`src/rtl/am_key_receiver.sv`:
```
// am_key_receiver
//
// Receive side of the key-leak AM channel. The antenna line is brought into
// the clock domain, every level change is treated as one carrier edge, and
// each BIT_CYCLES-long window is decoded as 1 when it holds at least
// EDGE_THRESH edges. A frame is one start window (must carry the carrier),
// KEY_W data windows sent MSB first, then a silence gap of GAP_CYCLES
// edge-free cycles before another frame may start.
//
// Ports:
//   clk        single clock, rising edge
//   rst        synchronous, active-high reset
//   Antena     asynchronous antenna/carrier input
//   key_out    last key received without a framing error (MSB = first data bit)
//   key_valid  one-cycle pulse in the cycle key_out takes a new frame's key
//   frame_err  one-cycle pulse when the start window lacks carrier
//   busy       high while a frame or its trailing gap is in progress
module am_key_receiver #(
    parameter int KEY_W       = 128,
    parameter int BIT_CYCLES  = 64,
    parameter int EDGE_THRESH = 8,
    parameter int GAP_CYCLES  = 256
) (
    input  logic             clk,
    input  logic             rst,
    input  logic             Antena,
    output logic [KEY_W-1:0] key_out,
    output logic             key_valid,
    output logic             frame_err,
    output logic             busy
);

    localparam int WIN_W = (BIT_CYCLES > 1) ? $clog2(BIT_CYCLES) : 1;
    localparam int CNT_W = $clog2(BIT_CYCLES + 1);
    localparam int BIT_W = (KEY_W > 1) ? $clog2(KEY_W) : 1;
    localparam int GAP_W = (GAP_CYCLES > 1) ? $clog2(GAP_CYCLES) : 1;

    localparam logic [WIN_W-1:0] WIN_LAST   = WIN_W'(BIT_CYCLES - 1);
    localparam logic [CNT_W-1:0] CNT_MAX    = CNT_W'(BIT_CYCLES);
    localparam logic [CNT_W-1:0] CNT_THRESH = CNT_W'(EDGE_THRESH);
    localparam logic [BIT_W-1:0] BIT_LAST   = BIT_W'(KEY_W - 1);
    localparam logic [GAP_W-1:0] GAP_LAST   = GAP_W'(GAP_CYCLES - 1);

    typedef enum logic [1:0] {
        S_IDLE,
        S_START,
        S_DATA,
        S_GAP
    } state_t;

    // Edge counter increment that sticks at BIT_CYCLES instead of wrapping.
    function automatic logic [CNT_W-1:0] sat_inc(input logic [CNT_W-1:0] cnt,
                                                 input logic             inc);
        if (inc && (cnt != CNT_MAX)) begin
            return cnt + 1'b1;
        end
        return cnt;
    endfunction

    // Stage p0/p1: two-flop synchronizer; p2: one cycle of history for edge detect.
    // Left without reset so the edge stream depends on the antenna alone.
    logic ant_p0;
    logic ant_p1;
    logic ant_p2;

    always_ff @(posedge clk) begin
        ant_p0 <= Antena;
        ant_p1 <= ant_p0;
        ant_p2 <= ant_p1;
    end

    logic edge_det;
    assign edge_det = ant_p1 ^ ant_p2;

    // Framing state and counters.
    state_t           state;
    logic [WIN_W-1:0] win_cnt;
    logic [CNT_W-1:0] edge_cnt;
    logic [BIT_W-1:0] bit_cnt;
    logic [GAP_W-1:0] gap_cnt;
    logic [KEY_W-1:0] shift_reg;

    // Window totals include the edge arriving on the window's last cycle.
    logic [CNT_W-1:0] cnt_total;
    logic             win_end;
    logic             win_bit;

    assign cnt_total = sat_inc(edge_cnt, edge_det);
    assign win_end   = (win_cnt == WIN_LAST);
    assign win_bit   = (cnt_total >= CNT_THRESH);

    always_ff @(posedge clk) begin
        if (rst) begin
            state     <= S_IDLE;
            win_cnt   <= '0;
            edge_cnt  <= '0;
            bit_cnt   <= '0;
            gap_cnt   <= '0;
            shift_reg <= '0;
            key_out   <= '0;
            key_valid <= 1'b0;
            frame_err <= 1'b0;
            busy      <= 1'b0;
        end else begin
            key_valid <= 1'b0;
            frame_err <= 1'b0;

            case (state)
                S_IDLE: begin
                    win_cnt  <= '0;
                    edge_cnt <= '0;
                    // The triggering edge is window cycle 0 and the first edge counted.
                    if (edge_det) begin
                        state     <= S_START;
                        win_cnt   <= WIN_W'(1);
                        edge_cnt  <= CNT_W'(1);
                        shift_reg <= '0;
                        busy      <= 1'b1;
                    end
                end

                S_START: begin
                    edge_cnt <= cnt_total;
                    win_cnt  <= win_cnt + 1'b1;
                    if (win_end) begin
                        win_cnt  <= '0;
                        edge_cnt <= '0;
                        bit_cnt  <= '0;
                        if (win_bit) begin
                            state <= S_DATA;
                        end else begin
                            state     <= S_IDLE;
                            frame_err <= 1'b1;
                            busy      <= 1'b0;
                        end
                    end
                end

                S_DATA: begin
                    edge_cnt <= cnt_total;
                    win_cnt  <= win_cnt + 1'b1;
                    if (win_end) begin
                        win_cnt   <= '0;
                        edge_cnt  <= '0;
                        // The cast drops the bit shifted out of the top.
                        shift_reg <= KEY_W'({shift_reg, win_bit});
                        if (bit_cnt == BIT_LAST) begin
                            key_out   <= KEY_W'({shift_reg, win_bit});
                            key_valid <= 1'b1;
                            gap_cnt   <= '0;
                            state     <= S_GAP;
                        end else begin
                            bit_cnt <= bit_cnt + 1'b1;
                        end
                    end
                end

                S_GAP: begin
                    // Carrier during the gap restarts the silence count rather than a frame.
                    if (edge_det) begin
                        gap_cnt <= '0;
                    end else if (gap_cnt == GAP_LAST) begin
                        state <= S_IDLE;
                        busy  <= 1'b0;
                    end else begin
                        gap_cnt <= gap_cnt + 1'b1;
                    end
                end

                default: begin
                    state <= S_IDLE;
                    busy  <= 1'b0;
                end
            endcase
        end
    end

endmodule

```
`config.mk`:
```
export PLATFORM = sky130hd
export DESIGN_NAME = am_key_receiver
export DESIGN_NICKNAME = d
export VERILOG_FILES = /design/src/rtl/am_key_receiver.sv
export SDC_FILE = /design/constraint.sdc
export NUM_CORES = 1
export LEC_CHECK = 0
export ABC_AREA = 1
export BUFFER_PORTS_ARGS = -buffer_cell sky130_fd_sc_hd__buf_2
export CAP_MARGIN = 20
export CORE_MARGIN = 5
export CORE_UTILIZATION = 35
export CTS_CLUSTER_SIZE = 24
export DETAILED_ROUTE_END_ITERATION = 8
export RECOVER_POWER = 50
export REMOVE_ABC_BUFFERS = 1
export SYNTH_ARGS = -nofsm -noshare
export SYNTH_HDL_FRONTEND = slang
export SYNTH_SLANG_ARGS = --single-unit
```
`constraint.sdc`:
```
create_clock -name clk -period 2.6 [get_ports clk]
set_input_delay 0.39 -clock clk [delete_from_list [all_inputs] [get_ports clk]]
set_output_delay 0.39 -clock clk [all_outputs]
set_load 0.03 [all_outputs]
```
-- Yosys cells after proc, flatten, opt, wreduce, memory -nomap -nowiden
Cells that the tools add are included.
- $add $sub $neg: 4
- order comparisons: 1
- equality and inequality tests: 16
- mux-type cells: 37
- bitwise operators: 4
- reduce and logical (&&, ||, !) cells: 16
- operators with widths (kind ; number):
    127-bit two-way mux ; 2
    127-bit case mux with 2 select lines ; 1
    7-bit two-way mux ; 6
    8-bit two-way mux ; 4
    7-bit case mux with 2 select lines ; 2
    2-bit != test, second input constant ; 8
    8-bit case mux with 2 select lines ; 1
    7-bit by 1-bit adder with 7-bit output, second input constant ; 2
    2-bit two-way mux ; 7
    6-bit case mux with 2 select lines ; 1
    6-bit AND reduction ; 2
    1-bit two-way mux ; 10
    8-bit by 1-bit adder with 8-bit output, second input constant ; 1
    8-bit == test, second input constant ; 1
    2-bit case mux with 4 select lines ; 1
    4-bit AND reduction ; 2
    2-bit nonzero test ; 4
    7-bit == test, second input constant ; 1
    7-bit by 4-bit >= comparator with 1-bit output, second input constant ; 1
    7-bit != test, second input constant ; 1
    6-bit by 1-bit adder with 6-bit output, second input constant ; 1
    6-bit == test, second input constant ; 1
    6-bit two-way mux ; 1
    3-bit AND reduction ; 2
    11 further kinds ; 15
- register bits after elaboration: 291
- output and inout port bits: 131
- word-level logic and storage cells: 91

-- Longest topological paths before layout
Gate-level depths: netlist of the first run.
- depth after elaboration: 8
- gate-level depth with buffers: 15
- depth with buffers taken out: 15

-- Least setup slack after synthesis of the first run
No wires, ideal clock.
- path kind: register to register
- start point: register state[0]
- end point: register shift_reg[125]
- library setup time: 0.070 ns
- data arrival time: 1.734 ns
- slack: 0.795 ns
- cell stages (with the launch flop): 11
- path buffers: 4
- clock period less this slack: 1.805 ns
- cell sequence: dfxtp_1 -> inv_1 -> ha_1 -> buf_6 -> or2_1 -> o211ai_4 -> buf_6 -> buf_8 -> buf_6 -> nand2_1 -> a21oi_1
- longest elaborated chain between the ends: 3
- RTL lines (element ; RTL line ; source):
    from (decl) ; 76 ; state_t state;
    from (signal assigned) ; 94 ; state <= S_IDLE;
    from (signal assigned) ; 114 ; state <= S_START;
    from (signal assigned) ; 130 ; state <= S_DATA;
    2-bit == test or 2-bit zero test (tied branches) ; 108 ; case (state)
    2-bit != test (no source line) or 2-bit nonzero test (tied branches) ; - ;
    3-bit AND reduction (no source line) ; - ;
    to (signal assigned) ; 146 ; shift_reg <= KEY_W'({shift_reg, win_bit});
    to (decl) ; 81 ; logic [KEY_W-1:0] shift_reg;
Several ways; a longest one is shown, not always the timed one.
A chain may end at the register's enable or synchronous reset.

-- Worst setup path after layout of the first run
- start point: register state[0]
- end point: register shift_reg[7]
The elaborated chain is that of the path after synthesis.

==> impl_metrics.ini, run 1 <==
[timing]
rsz0062_at_grt = false
timing.final.crit_share = 0.887
skew_ns = 0.0106
slew_headroom = 0.546
final_hold_viol_count = 0
slew_violations = 0
fin_tns_setup_ns = 0
layout_setup_ws_ns = 0.294
tightest_slew_ns = 0.680
max_clock_freq_ghz = 0.434
fin_hold_ws_ns = 0.155
setup_viol = 0
finalCriticalPeriod_ns = 2.31

[worst_setup_path]
crit_path_max_incr_delay_ns = 0.40
cp_top_family = buffers and inverters
critPathBufInv = 3
critPathRequiredTime_ns = 3.01
crit_slowest_cell = buf_12
arrival_ns = 2.72
crit_fanout = 127
worstSetupPathType = flip-flop to flip-flop
cp-start-kind = flip-flop
cp-end-kind = flip-flop
path_cells = inv_1, ha_1, inv_2, o211ai_4, buf_12, nand2_1, a21oi_1

[final_layout]
fillers = 3209
largest_reg_flops = 128
fin_util = 0.415
antennaDiodeCount = 0
nets = 1500
area_growth_pct = 17.0
finalInstanceArea_sq_um = 12700
drive_gt1_frac = 0.0517

[clock_tree]
cts.sinks = 291
post_cts.repair.setup_buffers = 0
cts-htree-levels = 2
cts_hold_buffers = 1
cts_root_buf = clkbuf_16
path_clk_slew_ns = 0.06
cts.repair.resized = 0
cts_made_buffers = 34
cts_tree = built
clk_latency_ns = 0.49
cts_buffer_depth = 3

[routing]
ant_nets = 0
first_pass_iters = 4
vias = 8927
drc = 0
wirelength_um = 24100
drt-wirelength-per-cell_um = 12.7
via_per_inst = 4.69
drt_iter0_markers = 435

[synthesis]
synth_xor_area_frac = 0.00161
synth_top_family_by_area = compound AO/OA/AOI/OAI gates
syn-instance-count = 1393
yosys-top-cells-count = nand2_1, dfxtp_1, a21oi_1
synth_seq_cells = 291
synth.most_common_cell = nand2_1
netlist.top_cell.by_area = dfxtp_1
synth_edf_count = 0
synthSimpleGateAreaFrac = 0.153
async_flop_share = 0
synthMuxAreaShare = 0
yosysTopAreaCellShare = 0.535
synth_area_per_cell_sq_um = 7.81
yosysSeqAreaShare = 0.535
synthFlopType = dfxtp_1
netlist_area_sq_um = 10900
synth_warnings = 0
synthAdderAreaFrac = 0.0115
ys_top_cells_by_area = dfxtp_1, a21oi_1, nand2_1, o21ai_0, inv_1
yosysUniqueCellTypes = 36
synth-compound-area-share = 0.200

[die]
initial_utilization = 0.355
num_io_pins = 134
die_w_um = 186
fp.dieArea_sq_um = 34700
core_sq_um = 30700
rows = 64
die-height_um = 186

[power_and_ir_drop]
powerDensity_nw_per_um2 = 826
comb_power_share = 0.128
pwr-share-seq = 0.434
power.leakage_nw = 4.26
netSwitchingPower_mw = 2.87
clkPwrFrac = 0.438
vdd.ir_drop.worst_mv = 0.946
internal_power_mw = 7.65
p_sw_frac = 0.273

[global_route]
grt_use_met3 = 0.0308
grt_util_met2 = 0.225
grt_start_max_net_pins = 149
busiest_layer = met2
grt_usage = 0.135
antenna_found_initial = 0
grt_use_met1 = 0.177
grt_pass1_wl_um = 41300
overflow = 0
grt_pass1_vias = 8547

[place]
port_buffers = 133
place_ws_ns = 0.363
place.gp.congestion = 0.751
dp_hpwl_um = 14900
postPlaceCellArea_sq_um = 11800

[flow_run]
cap_violations = 0

[hold_path]
hold_class = primary input to flip-flop

[outcome]
run_status = completed
==> cell families after synthesis <==
group	count (synthesis)
AO/OA/AOI/OAI	427
buffers and inverters	257
adder cells (fa/ha/maj)	10
flip-flops	291
AND/OR/NAND/NOR	406
XOR/XNOR	2
==> cell usage in the layout, fill, tap and decap left out, drive strengths merged <==
cell type    netlist  layout
bufinv             0       2
a221oi             2       2
a31oi              1       1
and3               1       1
dfxtp            291     291
nand4              5       5
ha                10      10
nand2            326     326
dlygate4sd3        0       1
nand3             19      19
or2                2       2
clkinvlp           0       3
nor4               1       1
buf               36      15
a211oi             3       3
inv              167     167
nor3              11      11
o211ai             1       1
o21ai            145     145
clkinv             0       5
xor2               2       2
nor3b              6       6
a21oi            273     273
clkbuf            54     179
nor2              35      35
o21bai             2       2
==> through the flow <==
| step | cells | power [mW] |
|---|---|---|
| 6_report | 1904 | 10.5 |
| 5_1_grt | 1904 | 11.0 |
| 4_1_cts | 1904 | 10.7 |
| 3_5_place_dp | 1846 | 6.04 |
| 3_3_place_gp | 1846 | 6.03 |
| 2_1_floorplan | 1303 | 5.51 |
==> final cells by class <==
class                           instances  area (sq um)  area share
Clock buffer                           47           971      0.0763
Multi-Input combinational cell        845          3980       0.312
Tap cell                              396           495      0.0389
Inverter                              167           628      0.0493
Sequential cell                       291          5830       0.458
Timing Repair Buffer                  148           716      0.0562
Clock inverter                         10           119     0.00934
==> path summary, 6_finish.rpt <==
kind / startpoint / end / slack (ns) / depth (start not counted)
worst max-delay path: state[0] / shift_reg[7] / 0.29 / 7
worst min-delay path: rst / frame_err / 0.16 / 2
worst max register to register: state[0] / shift_reg[7] / 0.29 / 7
worst min register to register: ant_p0 / ant_p1 / 0.33 / 0
==> worst reg2reg max path: stages, from the launching register on <==
cell and delay [ns]:
dfxtp_1 0.34, inv_1 0.14, ha_1 0.39, inv_2 0.15, o211ai_4 0.32, buf_12 0.40
nand2_1 0.30, a21oi_1 0.20
==> power by group through the flow <==
stage | clock network, mW | logic, mW | registers [mW]
2_1_floorplan | 0 | 0.853 | 4.66
3_3_place_gp | 0 | 1.37 | 4.66
3_5_place_dp | 0 | 1.38 | 4.66
4_1_cts | 4.76 | 1.38 | 4.56
5_1_grt | 4.94 | 1.51 | 4.57
6_report | 4.61 | 1.34 | 4.56
==> per-layer routing <==
layer  vias up  wire length, um
met5         -                0
met2       153            11000
met1      4066            11400
met3        38             1200
li1       4670                -
met4         0              464
(Power assumes the default switching activity.)
==> inputs of run 2 (changes only) <==
CTS_BUF_LIST = sky130_fd_sc_hd__clkbuf_4   (was not set)
==> run 2 against run 1 <==
Maximum frequency is 2.0% higher; cell area shrank 0.56%; cell count rose by 4.5%; via count grew 3.3%; combinational power is essentially flat; clock skew increased by 0.032 ns; critical path depth stayed put; clock power down 11%; first-iteration DRC count is 13% higher; count of clock-buffer cells in the layout is 74 higher; sequential power is essentially flat; routed wire length is 1.4% higher; critical path type unchanged; highest routed layer unchanged.
==> impl_metrics.ini, run 2 (synthesized netlist as in run 1, its figures left out) <==
[outcome]
run_status = completed

[place]
place_ws_ns = 0.363
port_buffers = 133
postPlaceCellArea_sq_um = 11800
dp_hpwl_um = 14900
place.gp.congestion = 0.751
dpl.cell_count = 1846

[worst_setup_path]
crit_fanout = 127
cp-end-kind = flip-flop
reg2reg_slack_ns = 0.34
crit_path_max_incr_delay_ns = 0.40
arrival_ns = 2.81
crit_slowest_cell = buf_12
r2r_cells = 7
worstSetupPathType = flip-flop to flip-flop
cp-start-kind = flip-flop
path_cells = inv_1, ha_1, inv_2, o211ai_4, buf_12, nand2_1, a21oi_1
critPathRequiredTime_ns = 3.15

[timing]
layout_setup_ws_ns = 0.340
skew_ns = 0.0425
final_hold_viol_count = 0
slew_headroom = 0.375
timing.final.crit_share = 0.869
slew_violations = 0
fin_hold_ws_ns = 0.333
fin_tns_setup_ns = 0
rsz0062_at_grt = false
tightest_slew_ns = 0.937
setup_viol = 0
max_clock_freq_ghz = 0.442
finalCriticalPeriod_ns = 2.26

[final_layout]
largest_reg_flops = 128
fillers = 3246
layout_commonest_cell = nand2_1
final_cell_mix = nand2_1, dfxtp_1, a21oi_1, inv_1, o21ai_0
layout.cells.non_filler = 1990
area_growth_pct = 16.3
finalInstanceArea_sq_um = 12700
drive_gt1_frac = 0.0986
fin_util = 0.413
nets = 1548

[power_and_ir_drop]
power.leakage_nw = 4.34
power_mw = 9.99
powerDensity_nw_per_um2 = 789
vdd.ir_drop.worst_mv = 0.746

[clock_tree]
post_cts.repair.setup_buffers = 0
cts.sinks = 291
cts_hold_buffers = 2
clk_latency_ns = 0.67
cts_root_buf = clkbuf_4
path_clk_slew_ns = 0.06
cts_made_buffers = 81
cts-htree-levels = 3
cts.repair.resized = 0
cts_tree = built
cts_buffer_depth = 3

[routing]
wirelength_um = 24500
vias = 9219
drc = 0
via_per_inst = 4.63
drt_iter0_markers = 492
ant_nets = 0
first_pass_iters = 5
drt-wirelength-per-cell_um = 12.3

[global_route]
grt_start_max_net_pins = 149
grt_usage = 0.138
overflow = 0
grt_pass1_wl_um = 42000
grt_pass1_vias = 8976
antenna_found_initial = 1

[die]
num_io_pins = 134
die_w_um = 186
initial_utilization = 0.355
core_sq_um = 30700
die-height_um = 186
fp.dieArea_sq_um = 34700
rows = 64

[flow_run]
cap_violations = 0

[hold_path]
hold_class = flip-flop to flip-flop
min_path_cells = 0
[run 2: cell types whose count changed in the layout (fill, tap and decap cells not counted), sizes merged]
cell and change:
bufinv -1, clkinvlp -1, clkbuf +75, buf -1, dlygate4sd3 +1, diode +1, clkinv +12
[run 2: path summary, 6_finish.rpt]
path / startpoint / endpoint
worst max-delay path: state[0] / shift_reg[50]
worst min-delay path: ant_p0 / ant_p1
worst max register to register: state[0] / shift_reg[50]
worst min register to register: ant_p0 / ant_p1
[run 2: power breakdown]
group / leakage, nW / total, mW / switching (mW) / internal [mW]
Sequential: 2.34 / 4.56 / 0.0522 / 4.51
Combinational: 1.38 / 1.35 / 1.02 / 0.327
Clock: 0.610 / 4.08 / 1.86 / 2.23
Total: 4.34 / 9.99 / 2.93 / 7.06
[run 2: per-layer routing]
layer	up-vias	wire [um]	part of all wire	global-route usage
met5	-	0	0	0
met4	0	411	0.017	0.0519
met2	187	11100	0.46	0.227
met3	40	1430	0.058	0.0385
li1	4813	-	-	-
met1	4179	11500	0.47	0.173
[run 2: layout make-up]
class / instances / area, sq um / share of cell area
flip-flops and latches: 291 / 5830 / 0.460
multi-input cells: 845 / 3970 / 0.314
clock buffers: 121 / 908 / 0.0718
repair buffers: 149 / 704 / 0.0556
inverters: 167 / 628 / 0.0496
well taps: 396 / 495 / 0.0391
clock inverters: 20 / 121 / 0.00959
diodes: 1 / 2.50 / 0.000198
[run 2: worst max-delay path: cells and delay by family, from the launching register on]
kind,cells,cell delay (ns)
DFF,1,0.34
AOI/OAI and AO/OA,2,0.50
buffers and inverters,3,0.68
and+or+nand+nor,1,0.10
adders and majority gates,1,0.37
